### config.mk
export PLATFORM = sky130hd
export DESIGN_NAME = prng_stream_reader
export DESIGN_NICKNAME = d
export VERILOG_FILES = /design/src/rtl/prng_stream_reader.sv
export SDC_FILE = /design/constraint.sdc
export NUM_CORES = 1
export LEC_CHECK = 0
export ABC_AREA = 1
export ABC_CLOCK_PERIOD_IN_PS = 25900
export BUFFER_PORTS_ARGS = -buffer_cell sky130_fd_sc_hd__buf_2
export CORE_MARGIN = 4
export CORE_UTILIZATION = 49
export CTS_BUF_LIST = sky130_fd_sc_hd__clkbuf_8
export DETAILED_ROUTE_END_ITERATION = 16
export PLACE_DENSITY_LB_ADDON = 0.1
export SYNTH_ARGS = -nofsm -noshare
export SYNTH_HDL_FRONTEND = slang
export SYNTH_SLANG_ARGS = --single-unit
### constraint.sdc
create_clock -name clk -period 25.9 [get_ports clk]
set_clock_uncertainty 0.1 [all_clocks]
set_input_delay 1.295 -clock clk [delete_from_list [all_inputs] [get_ports clk]]
set_output_delay 1.295 -clock clk [all_outputs]
set_load 0.03 [all_outputs]
### src/rtl/prng_stream_reader.sv
// prng_stream_reader: buffers 256-bit PRNG words in a small FIFO and serves them as OUT_W-bit slices.
// Define PRNG_STREAM_HEALTH_EN to reject repeated or all-zero words and raise a sticky health flag.
module prng_stream_reader #(
    parameter int OUT_W = 32,
    parameter int DEPTH = 2
) (
    input  logic                         clk,
    input  logic                         rst_n,
    input  logic [255:0]                 in_word,
    input  logic                         in_valid,
    output logic [OUT_W-1:0]             out_data,
    output logic                         out_valid,
    input  logic                         out_ready,
    output logic [15:0]                  drop_cnt,
    output logic [$clog2(DEPTH+1)-1:0]   level,
    output logic                         health_fail
);
    localparam int N  = 256 / OUT_W;
    localparam int PW = (DEPTH > 1) ? $clog2(DEPTH) : 1;
    localparam int CW = $clog2(DEPTH + 1);
    localparam int IW = (N > 1) ? $clog2(N) : 1;

    typedef enum logic {
        EMPTY,
        LOADED
    } state_t;

    state_t            state_q;
    logic [255:0]      fifoMem_q [DEPTH];
    logic [PW-1:0]     wrPtr_q, wrPtr_d;
    logic [PW-1:0]     rdPtr_q, rdPtr_d;
    logic [CW-1:0]     count_q, count_d;
    logic [255:0]      sr_q;
    logic [IW-1:0]     idx_q;
    logic [IW-1:0]     idxNext;
    logic [OUT_W-1:0]  outData_q;
    logic              outValid_q;
    logic [15:0]       dropCnt_q;
    logic              healthFail;
    logic [255:0]      headWord;
    logic              fifoNonEmpty;
    logic              handshake;
    logic              lastSlice;
    logic              pop;
    logic              push;
    logic              drop;
    logic              wordOk;

    function automatic logic [PW-1:0] nextPtr(input logic [PW-1:0] p);
        return (p == PW'(DEPTH - 1)) ? '0 : p + PW'(1);
    endfunction

`ifdef PRNG_STREAM_HEALTH_EN
    logic [255:0] prev_q;
    logic         healthFail_q;
    logic         healthBad;

    assign healthBad  = in_valid && ((in_word == prev_q) || (in_word == '0));
    assign wordOk     = in_valid && !healthBad;
    assign healthFail = healthFail_q;

    // prev tracks the last word that passed, even if that word is later dropped for full
    always_ff @(posedge clk or negedge rst_n) begin
        if (!rst_n) begin
            prev_q       <= '0;
            healthFail_q <= 1'b0;
        end else begin
            if (wordOk) begin
                prev_q <= in_word;
            end
            if (healthBad) begin
                healthFail_q <= 1'b1;
            end
        end
    end
`else
    assign wordOk     = in_valid;
    assign healthFail = 1'b0;
`endif

    assign fifoNonEmpty = (count_q != '0);
    assign handshake    = outValid_q && out_ready;
    assign lastSlice    = (idx_q == IW'(N - 1));
    assign idxNext      = idx_q + IW'(1);
    assign headWord     = fifoMem_q[rdPtr_q];

    // A pop in the same cycle frees a slot, so a full FIFO can still take the incoming word
    assign pop  = fifoNonEmpty && ((state_q == EMPTY) || (handshake && lastSlice));
    assign push = wordOk && ((count_q < CW'(DEPTH)) || pop);
    assign drop = wordOk && !push;

    always_comb begin
        wrPtr_d = wrPtr_q;
        rdPtr_d = rdPtr_q;
        count_d = count_q;
        if (push) begin
            wrPtr_d = nextPtr(wrPtr_q);
        end
        if (pop) begin
            rdPtr_d = nextPtr(rdPtr_q);
        end
        case ({push, pop})
            2'b10:   count_d = count_q + CW'(1);
            2'b01:   count_d = count_q - CW'(1);
            default: count_d = count_q;
        endcase
    end

    always_ff @(posedge clk) begin
        if (push) begin
            fifoMem_q[wrPtr_q] <= in_word;
        end
    end

    always_ff @(posedge clk or negedge rst_n) begin
        if (!rst_n) begin
            wrPtr_q   <= '0;
            rdPtr_q   <= '0;
            count_q   <= '0;
            dropCnt_q <= '0;
        end else begin
            wrPtr_q <= wrPtr_d;
            rdPtr_q <= rdPtr_d;
            count_q <= count_d;
            if (drop && (dropCnt_q != 16'hFFFF)) begin
                dropCnt_q <= dropCnt_q + 16'd1;
            end
        end
    end

    // Serializer: the output slice is registered alongside sr/idx so out_data never glitches
    always_ff @(posedge clk or negedge rst_n) begin
        if (!rst_n) begin
            state_q    <= EMPTY;
            sr_q       <= '0;
            idx_q      <= '0;
            outData_q  <= '0;
            outValid_q <= 1'b0;
        end else begin
            case (state_q)
                EMPTY: begin
                    if (pop) begin
                        sr_q       <= headWord;
                        idx_q      <= '0;
                        outData_q  <= headWord[OUT_W-1:0];
                        outValid_q <= 1'b1;
                        state_q    <= LOADED;
                    end
                end
                LOADED: begin
                    if (handshake) begin
                        if (!lastSlice) begin
                            idx_q     <= idxNext;
                            outData_q <= sr_q[OUT_W*idxNext +: OUT_W];
                        end else if (pop) begin
                            sr_q      <= headWord;
                            idx_q     <= '0;
                            outData_q <= headWord[OUT_W-1:0];
                        end else begin
                            outValid_q <= 1'b0;
                            state_q    <= EMPTY;
                        end
                    end
                end
                default: begin
                    state_q    <= EMPTY;
                    outValid_q <= 1'b0;
                end
            endcase
        end
    end

    assign out_data    = outData_q;
    assign out_valid   = outValid_q;
    assign drop_cnt    = dropCnt_q;
    assign level       = count_q;
    assign health_fail = healthFail;

endmodule

==> metrics.txt <==
Pleak 15.9 nW; PwrDens 125 nW/um^2; # setup viols final 0; Power Total 0.00475 W; Residual DRC 0; complex-gate fraction of the synthesized area 0.0904; Netlist Area Pre-Place 33,100 sq um; Overflow after GRT 0; worst-path fanout max 67; # fillers 5,683; peak supply drop 0.0697 mV; Worst Tran Pin Value 1.19 ns; Final Critical Period 4.47 ns; PostCTS Resize Cnt 0; initial antenna violation count 10; Routed wire per std cell 22.2 um; Hold Startpoint sr_q[28]$_DFFE_PN0P_; share of cells above drive strength 1 0.188; DR iter-0 viols 2,169; die height 268 um; crit start category flip-flop; hold buffers post-CTS 0; number of global-route vias before repair 22,600; DR vias 22,700; clock sink count 825; DP Wirelength 59.9 mm; critical path endpoint category flip-flop; Detailed Routing Iterations Pass 1 7; GR peak layer met2; Hold WS 0.372 ns; RSZ-0062 raised after global routing no; Post-Syn Area per Cell 11.4 sq um; initial core utilization 0.498; Final Hold Fails 0; clk_lat worst skew 0.78 ns; fmax 0.224 GHz; status complete, no violations; main combinational cell family by area after synthesis simple AND/OR/NAND/NOR gates; flip-flop and latch area 23,200 sq um; area added between synthesis and finish 14.5%; period utilisation layout 0.172; synthesis warning total 0; routability cong. 0.855; Multi-input gate area 8800 sq um; Seq cells post-synth 825; Routed Antenna Nets 0; PortBufs 310; Die X 268 um; simple-gate share of the synthesized area 0.171; first-pass GRT wire length 139 mm; post-synthesis xor/xnor area fraction 0.00265; setup_tns 0 ns; Synthesized Nets 3,173; Nets 3,474; Max Cap Viol 0; dpl ws 21.45 ns; DR vias/cell 5.40; Distinct cells, synth 31; H-tree depth 4; CTS Root Cell clkbuf_8; Global Route met1 Usage 0.336; Critical Path RT 26.18 ns; Longest Clk Path Bufs 3; FF-to-FF Start idx_q[0]$_DFFE_PN0N_; Post-CTS Setup Inserts 0; HP Class flip-flop to flip-flop; num ports 312; met2 usage 0.432; final wirelength 93.3 mm; cts bufs inserted 140; site row count 94; Die ar. 71,700 sq um; Core Box Area 66,300 sq um; FF-to-FF setup slack 21.43 ns; Slew headroom 0.204; Reg clk slew, reported paths 0.06 ns; met3 GRT Util 0.0495; register area share after synthesis 0.702; Worst Path Class, Setup flip-flop to flip-flop; adder-cell share of the synthesized area 0.00151; Critical Path AT 4.74 ns; Critical Path Source idx_q[0]$_DFFE_PN0N_; final-report max-slew violation count 0; largest net degree at the start of global routing 213; mux cell area share after synthesis 0; post-route setup slack 21.43 ns; TritonCTS clock tree built; Mapped Cells 2,909; GRT Util Overall 0.258
[through the flow]
step | instances | util | cell area (sq um)
4_1_cts | 4192 | 0.571 | 37900
5_1_grt | 4194 | 0.571 | 37900
3_5_place_dp | 3932 | 0.529 | 35100
6_report | 4194 | 0.571 | 37900
3_3_place_gp | 3932 | 0.529 | 35100
2_1_floorplan | 2909 | - | 33100
[layout make-up]
| type | instances | area share |
|---|---|---|
| Timing Repair Buffer | 334 | 0.0467 |
| Clock inverter | 95 | 0.0133 |
| Inverter | 54 | 0.00578 |
| Sequential cell | 825 | 0.613 |
| Antenna cell | 2 | 0.000132 |
| Clock buffer | 165 | 0.0600 |
| Tap cell | 864 | 0.0285 |
| Multi-Input combinational cell | 1855 | 0.233 |
[kinds of logic (layout without fill, tap and decap cells)]
group / after synthesis / count (layout)
AOI/OAI and AO/OA: 391 / 391
and+or+nand+nor: 1449 / 1449
other: 1 / 3
adders and majority gates: 4 / 4
buffers and inverters: 229 / 648
xor gates and xnor gates: 10 / 10
DFF: 825 / 825
[metal layers]
| layer | part of all wire | routed length [um] |
|---|---|---|
| met4 | 0.035 | 3250 |
| met5 | 0 | 0 |
| met1 | 0.41 | 38200 |
| met3 | 0.059 | 5490 |
| met2 | 0.50 | 46300 |
[placed cells by master, fill, tap and decap left out, types with 2 or more instances in the layout]
master / synthesis / layout
o21ai_0: 111 / 111
o31ai_2: 90 / 90
diode_2: 0 / 2
clkinvlp_4: 0 / 6
nand3_1: 131 / 131
nand4_1: 7 / 7
clkbuf_8: 0 / 165
clkinv_1: 4 / 12
a21oi_1: 36 / 36
inv_1: 49 / 113
nand2_4: 2 / 2
ha_1: 4 / 3
inv_2: 1 / 2
xnor2_1: 5 / 5
edfxtp_1: 512 / 512
xor2_1: 5 / 5
buf_4: 4 / 22
inv_8: 0 / 6
inv_6: 0 / 2
nand2_1: 680 / 680
nor2_2: 2 / 2
dfrtp_1: 313 / 311
clkinv_2: 0 / 5
nor2_1: 623 / 622
nor2_4: 1 / 2
buf_2: 84 / 309
o22ai_1: 14 / 14
o21ai_1: 5 / 5
buf_12: 0 / 2
dfrtp_4: 0 / 2
bufinv_16: 0 / 3
o31ai_1: 134 / 134
[Yosys cell counts, drive strengths merged]
master | number | share of area
a211oi | 1 | 0.00023
ha | 4 | 0.0015
o21ai | 116 | 0.018
nor3 | 1 | 0.00015
xnor2 | 5 | 0.0013
dfrtp | 313 | 0.24
o22ai | 14 | 0.0026
xor2 | 5 | 0.0013
nand3 | 132 | 0.020
nor2 | 626 | 0.071
nand4 | 7 | 0.0013
buf | 104 | 0.018
inv | 50 | 0.0057
conb | 1 | 0.00011
o31ai | 224 | 0.064
nand2 | 683 | 0.078
clkinv | 4 | 0.00045
a21oi | 36 | 0.0055
clkbuf | 71 | 0.0081
edfxtp | 512 | 0.47
[final timing paths]
kind / endpoint / cells past startpoint
min: sr_q[28]$_DFFE_PN0P_ / 2
min in group asynchronous: drop_cnt[11]$_DFFE_PN0P_ / 1
max: fifoMem_q[1][2]$_DFFE_PP_ / 10
max in group asynchronous: rdPtr_q$_DFFE_PN0P_ / 2
max reg2reg: fifoMem_q[1][2]$_DFFE_PP_ / 10
min reg2reg: sr_q[28]$_DFFE_PN0P_ / 2
[power by group]
group | internal [W] | switching, W | total (W)
clock | 0.000611 | 0.000525 | 0.00114
sequential | 0.00180 | 0.000194 | 0.00199
combinational | 0.000432 | 0.00119 | 0.00162
total | 0.00284 | 0.00191 | 0.00475
[worst max-delay path, stage by stage (launching register included)]
cell	delay [ns]
dfrtp_4	0.72
ha_2	0.26
ha_1	0.17
inv_1	0.08
nand2_2	0.45
nand2_1	0.16
nand2_1	0.11
nand2_1	0.12
nor2_4	0.11
buf_4	0.71
buf_4	0.92
[state kept, by name, summed over array words and instances, names as in the netlist]
register and count:
sr_q 256, out_data 32, drop_cnt 16, level 2, idx_q 3, out_valid 1, rdPtr_q 1, state_q 1
wrPtr_q 1, fifoMem_q 512
(Power assumes the default switching activity.)
